==> config.mk <==
export PLATFORM = sky130hd
export DESIGN_NAME = rggen_apb_register_adapter
export DESIGN_NICKNAME = d
export VERILOG_FILES = /design/src/rtl/rggen_apb_register_adapter.sv
export SDC_FILE = /design/constraint.sdc
export NUM_CORES = 1
export LEC_CHECK = 0
export BUFFER_PORTS_ARGS = -buffer_cell sky130_fd_sc_hd__buf_4
export CAP_MARGIN = 20
export CELL_PAD_IN_SITES_DETAIL_PLACEMENT = 1
export CELL_PAD_IN_SITES_GLOBAL_PLACEMENT = 2
export CORE_UTILIZATION = 28
export CTS_BUF_LIST = sky130_fd_sc_hd__clkbuf_8 sky130_fd_sc_hd__clkbuf_16
export CTS_CLUSTER_DIAMETER = 40
export DETAILED_ROUTE_END_ITERATION = 10
export PLACE_DENSITY_LB_ADDON = 0.08
export SLEW_MARGIN = 20
export SYNTH_ARGS = -nofsm -noshare
export SYNTH_HDL_FRONTEND = slang
export SYNTH_SLANG_ARGS = --single-unit
export TNS_END_PERCENT = 5
==> constraint.sdc <==
create_clock -name i_clk -period 3.3 [get_ports i_clk]
set_input_delay 0.99 -clock i_clk [delete_from_list [all_inputs] [get_ports i_clk]]
set_output_delay 0.99 -clock i_clk [all_outputs]
set_load 0.005 [all_outputs]
==> src/rtl/rggen_apb_register_adapter.sv <==
// APB slave bridge that broadcasts one access to the generated registers and merges their
// replies. Adds address pre-decode, a BUSY-cycle timeout and error mapping.
module rggen_apb_register_adapter #(
  parameter int unsigned                ADDRESS_WIDTH       = 8,
  parameter int unsigned                LOCAL_ADDRESS_WIDTH = 8,
  parameter int unsigned                BUS_WIDTH           = 32,
  parameter int unsigned                REGISTERS           = 1,
  parameter bit                         PRE_DECODE          = 1'b0,
  parameter logic [ADDRESS_WIDTH-1:0]   BASE_ADDRESS        = '0,
  parameter bit                         ERROR_STATUS        = 1'b0,
  parameter logic [BUS_WIDTH-1:0]       DEFAULT_READ_DATA   = '0,
  parameter int unsigned                TIMEOUT_CYCLES      = 0
) (
  input  logic                              i_clk,
  input  logic                              i_rst_n,
  input  logic                              i_psel,
  input  logic                              i_penable,
  input  logic                              i_pwrite,
  input  logic [ADDRESS_WIDTH-1:0]          i_paddr,
  input  logic [2:0]                        i_pprot,
  input  logic [BUS_WIDTH-1:0]              i_pwdata,
  input  logic [BUS_WIDTH/8-1:0]            i_pstrb,
  output logic                              o_pready,
  output logic                              o_pslverr,
  output logic [BUS_WIDTH-1:0]              o_prdata,
  output logic                              o_access_valid,
  output logic                              o_access_write,
  output logic [LOCAL_ADDRESS_WIDTH-1:0]    o_access_address,
  output logic [BUS_WIDTH-1:0]              o_access_data,
  output logic [BUS_WIDTH-1:0]              o_access_strobe,
  input  logic [REGISTERS-1:0]              i_register_active,
  input  logic [REGISTERS-1:0]              i_register_ready,
  input  logic [2*REGISTERS-1:0]            i_register_status,
  input  logic [BUS_WIDTH*REGISTERS-1:0]    i_register_value
);

  localparam int unsigned COUNT_WIDTH = (TIMEOUT_CYCLES > 1) ? $clog2(TIMEOUT_CYCLES) : 1;
  // One extra bit so BASE + window size cannot wrap at the top of the address space.
  localparam logic [ADDRESS_WIDTH:0] RANGE_LO = {1'b0, BASE_ADDRESS};
  localparam logic [ADDRESS_WIDTH:0] RANGE_HI =
    RANGE_LO + (ADDRESS_WIDTH+1)'((64'd1 << LOCAL_ADDRESS_WIDTH) - 64'd1);

  typedef enum logic [1:0] {IDLE, BUSY, RESPOND} state_e;

  state_e                         state;
  state_e                         state_next;
  logic                           setup;
  logic                           in_range;
  logic                           reject;
  logic                           hit;
  logic                           ready;
  logic                           timeout;
  logic [BUS_WIDTH-1:0]           hit_value;
  logic [1:0]                     hit_status;
  logic [BUS_WIDTH-1:0]           strobe_expand;
  logic [BUS_WIDTH-1:0]           resp_data;
  logic                           resp_error;
  logic                           resp_write;
  logic                           write_q;
  logic [LOCAL_ADDRESS_WIDTH-1:0] address_q;
  logic [BUS_WIDTH-1:0]           data_q;
  logic [BUS_WIDTH-1:0]           strobe_q;
  logic [BUS_WIDTH-1:0]           rdata_q;
  logic                           slverr_q;
  logic [COUNT_WIDTH-1:0]         busy_count;
  logic                           unused_inputs;

  assign unused_inputs = ^{i_pprot, hit_status[0]};

  assign setup    = i_psel && !i_penable;
  assign in_range = ({1'b0, i_paddr} >= RANGE_LO) && ({1'b0, i_paddr} <= RANGE_HI);
  assign reject   = PRE_DECODE && !in_range;
  assign hit      = |i_register_active;
  assign ready    = |(i_register_active & i_register_ready);
  assign timeout  = (TIMEOUT_CYCLES != 0) &&
                    (busy_count == COUNT_WIDTH'(TIMEOUT_CYCLES - 1));

  always_comb begin
    hit_value  = '0;
    hit_status = '0;
    for (int unsigned i = 0; i < REGISTERS; i++) begin
      if (i_register_active[i]) begin
        hit_value  = hit_value  | i_register_value[i*BUS_WIDTH +: BUS_WIDTH];
        hit_status = hit_status | i_register_status[2*i +: 2];
      end
    end
  end

  always_comb begin
    strobe_expand = '0;
    for (int unsigned i = 0; i < BUS_WIDTH/8; i++) begin
      strobe_expand[8*i +: 8] = {8{i_pstrb[i]}};
    end
  end

  // Pre-decode rejects respond straight from IDLE, before write_q has been latched.
  always_comb begin
    resp_write = (state == IDLE) ? i_pwrite : write_q;
    resp_data  = DEFAULT_READ_DATA;
    resp_error = ERROR_STATUS;
    if (state == BUSY && hit && ready) begin
      resp_data  = hit_value;
      resp_error = hit_status[1];
    end
    if (resp_write) begin
      resp_data = '0;
    end
  end

  always_ff @(posedge i_clk or negedge i_rst_n) begin
    if (!i_rst_n) begin
      state <= IDLE;
    end else begin
      state <= state_next;
    end
  end

  always_comb begin
    state_next = state;
    case (state)
      IDLE: begin
        if (setup) begin
          state_next = reject ? RESPOND : BUSY;
        end
      end
      BUSY: begin
        if (!i_psel) begin
          state_next = IDLE;
        end else if (!hit || ready || timeout) begin
          state_next = RESPOND;
        end
      end
      RESPOND: state_next = IDLE;
      default: state_next = IDLE;
    endcase
  end

  always_comb begin
    o_pready         = (state == RESPOND);
    o_pslverr        = (state == RESPOND) ? slverr_q : 1'b0;
    o_prdata         = (state == RESPOND) ? rdata_q : '0;
    o_access_valid   = (state == BUSY);
    o_access_write   = write_q;
    o_access_address = address_q;
    o_access_data    = data_q;
    o_access_strobe  = strobe_q;
  end

  always_ff @(posedge i_clk or negedge i_rst_n) begin
    if (!i_rst_n) begin
      write_q    <= 1'b0;
      address_q  <= '0;
      data_q     <= '0;
      strobe_q   <= '0;
      rdata_q    <= '0;
      slverr_q   <= 1'b0;
      busy_count <= '0;
    end else begin
      if (state == IDLE && setup) begin
        write_q   <= i_pwrite;
        address_q <= i_paddr[LOCAL_ADDRESS_WIDTH-1:0];
        data_q    <= i_pwdata;
        strobe_q  <= i_pwrite ? strobe_expand : '1;
      end
      if (state_next == RESPOND && state != RESPOND) begin
        rdata_q  <= resp_data;
        slverr_q <= resp_error;
      end
      if (state == BUSY && state_next == BUSY) begin
        busy_count <= busy_count + 1'b1;
      end else begin
        busy_count <= '0;
      end
    end
  end

endmodule

==> summary.txt <==
Critical path
  – Worst setup endpoint: o_prdata[31]
  – Crit path buf inv count: 2
  – Top cell by count, worst path: buf_4
  – Reg2reg end: o_access_address[2]
  – R2R setup slack: 1690 ps
  – Crit path max-delay family: flip-flops
  – Crit. Startpoint: state[1]
  – Worst R2R Start: state[0]
  – Crit Path Max Fanout: 18
  – Levels on crit path: 4
  – CP startpoint kind: flip-flop
  – Slowest Stage Delay on Critical Path: 430 ps
  – Worst path cell trace: nor2b_2 -> buf_4 -> and2_1 -> buf_4
  – Critical Path AT: 1460 ps
  – Slowest-stage cell, CP: dfrtp_1
  – Worst setup EP type: output port
  – Critical Path RT: 2310 ps
  – Crit Path Class: reg2out
  – R2R cell count: 3

Clock network
  – Root Buffer: clkbuf_16
  – Post-CTS setup buffer count: 0
  – Post-cts resize count: 0
  – Inserted Clock Buffers: 9
  – TritonCTS clock tree: yes
  – Clock buffer depth: 2
  – CTS clk-pin slew, worst paths: 60 ps
  – Number of hold buffers added after cts: 0
  – Clock sink count: 80
  – Worst-skew pair later-pin latency: 330 ps
  – CTS H-tree lvls: 3

STA
  – Fmax: 408 MHz
  – Minimum clock period: 2450 ps
  – RSZ-0062 raised after global routing: false
  – Final Cycle Share: 74.2%
  – Max Slew Vio Count: 0
  – Final-report setup violation count: 0
  – Final WS setup: 851 ps
  – Slew @ Worst Pin: 679 ps
  – Setup_tns: 0 ps
  – Final hold vios: 0
  – Final setup skew: 3.72 ps
  – Relative slew slack: 54.8%

Power and ir drop
  – Clock share of power: 34.8%
  – Power Dens Cells: 548 mW/mm^2
  – Gate power share: 21.0%
  – Flop pwr share: 44.2%
  – Net Sw Power: 688 uW
  – Switching Fraction: 24.5%
  – Maximum VDD drop: 0.000261 V
  – Leakage power: 2.56 nW
  – P_int: 2.12 mW
  – Overall power: 2.80 mW

Global routing
  – GR Util All Layers: 15.0%
  – First-pass GRT wire length: 14.6 mm
  – Number of global-route vias before repair: 2752
  – Initial antenna violation count: 0
  – Largest net degree at the start of global routing: 50
  – Residual overflow from global routing: 0

Route
  – Routed wire per std cell: 15.6 microns
  – DRT Wirelength: 8.98 mm
  – Via/cell ratio: 4.43
  – DRT antenna net count: 0
  – Via count: 2553
  – Drt drc: 0
  – DR pass1 iterations: 4
  – Starting DRC count in detailed routing: 97

Synth
  – Syn avg cell area: 13.4 sq um
  – Synth Cell Area: 0.00343 sq mm
  – FF+latch count, synth: 80
  – Yosys Warn Count: 0
  – Cells after synthesis: 257
  – Seq/Total Area, Yosys: 58.3%
  – Post-synth top area share: 58.3%
  – Synth area leaders: dfrtp_1, mux2_2, a22o_1, buf_4, and2_1
  – Synth Net Count: 345
  – Post-synth top area cell: dfrtp_1
  – Netlist cell types: 21

Cells and area
  – Final net count: 512
  – # diodes: 0
  – P&R area growth vs syn: 48.9%
  – Storage element area: 0.00200 sq mm
  – Multi-input gate area: 0.00111 sq mm
  – # fillers: 1311
  – Final instance area: 0.00511 sq mm
  – Layout cell share with drive strength beyond 1: 60.1%

Floorplan
  – Core Area: 0.0120 sq mm
  – Die width: 113 microns
  – Die H: 113 microns
  – FP Rows: 40
  – Die area: 0.0127 sq mm
  – IO Pins: 196
  – Initial Util: 28.7%

Outcome
  – Outcome: finished, final reports clean

Worst hold path
  – Worst hold path class: reg2reg

Placement
  – DP Worst Slack: 1060 ps
  – IO buf count: 191
  – Area post-placement: 0.00482 sq mm
  – DP HPWL: 6.45 mm
  – GPL Wtd Cong: 0.668

Run
  – Max capacitance violation total: 0
## routing by layer
| metal | global-route usage [%] | vias to the layer above | wire (microns) | share of wire, % |
|---|---|---|---|---|
| li1 | - | 1197 | - | - |
| met3 | 6.16 | 13 | 824 | 9.2 |
| met4 | 6.13 | 0 | 147 | 1.6 |
| met5 | 0 | - | 0 | 0 |
| met2 | 24.2 | 90 | 4410 | 49 |
| met1 | 17.6 | 1253 | 3600 | 40 |
## state kept, by name, indices dropped and copies added (netlist names)
signal            cells
o_access_strobe       4
rdata_q              32
o_access_write        1
slverr_q              1
o_access_address      8
state                 2
o_access_data        32
## final cells by class
cell class	instances	share of cell area, %
sequential	80	39.1
clock inverter	7	1.25
inverter	5	0.367
clock buffer	9	4.40
multi-input combinational	129	21.8
tap	147	3.60
timing repair buffer	199	29.5
## how the worst min path moves through the flow
stage               cells past startpoint          end   startpoint
floorplan                               1   rdata_q[0]   rdata_q[0]
global placement                        1   rdata_q[8]   rdata_q[8]
detailed placement                      1  rdata_q[24]  rdata_q[24]
CTS                                     1   rdata_q[8]   rdata_q[8]
global route                            1  rdata_q[24]  rdata_q[24]
finish                                  1  rdata_q[14]  rdata_q[14]
## kinds of logic after synthesis
| kind of cell | synth area share [%] |
|---|---|
| DFF | 58.3 |
| and+or+nand+nor | 9.29 |
| buffers and inverters | 9.62 |
| muxes | 13.4 |
| AOI/OAI and AO/OA | 9.36 |
## cells in the final DEF (no fill, tap or decap)
cell type and n:
buf_12 1, nor4b_4 2, a22o_1 32, inv_1 6, nand2_1 3, nor2_1 5, or2_1 1, clkinvlp_4 2
and2_1 33, dfrtp_1 80, nor2b_2 1, nor2b_1 2, nand3b_1 1, o22a_1 1, nand2b_1 1, a31oi_1 4
nand3_1 1, o211ai_1 1, bufinv_16 1, clkinv_2 3, mux2_2 41, clkbuf_16 9, buf_4 198
## metrics by stage
step                hold WS, ps  utilization (%)  std cells
floorplan                   464                -        257
global placement            479             40.3        560
detailed placement          482             40.3        560
CTS                         501             42.8        576
global route                510             42.8        576
finish                      494             42.8        576
## cell usage after synthesis
cell	n
nand3_1	1
buf_2	6
a22o_1	32
buf_4	30
nand2b_1	1
nor2b_1	3
o211ai_1	1
buf_6	4
nor2_1	5
or2_1	1
mux2_2	41
inv_1	5
nand2_1	3
clkbuf_1	3
dfrtp_1	80
nor4b_2	1
and2_1	33
a31oi_1	4
nand3b_1	1
nor4b_4	1
o22a_1	1
## power by group through the flow
stage	Clock [mW]	Sequential (mW)	Combinational, mW
2_1_floorplan	0	1.25	0.269
3_3_place_gp	0	1.25	0.598
3_5_place_dp	0	1.26	0.603
4_1_cts	1.02	1.24	0.605
5_1_grt	1.05	1.27	0.646
6_report	0.975	1.24	0.589
(Power assumes the default switching activity.)
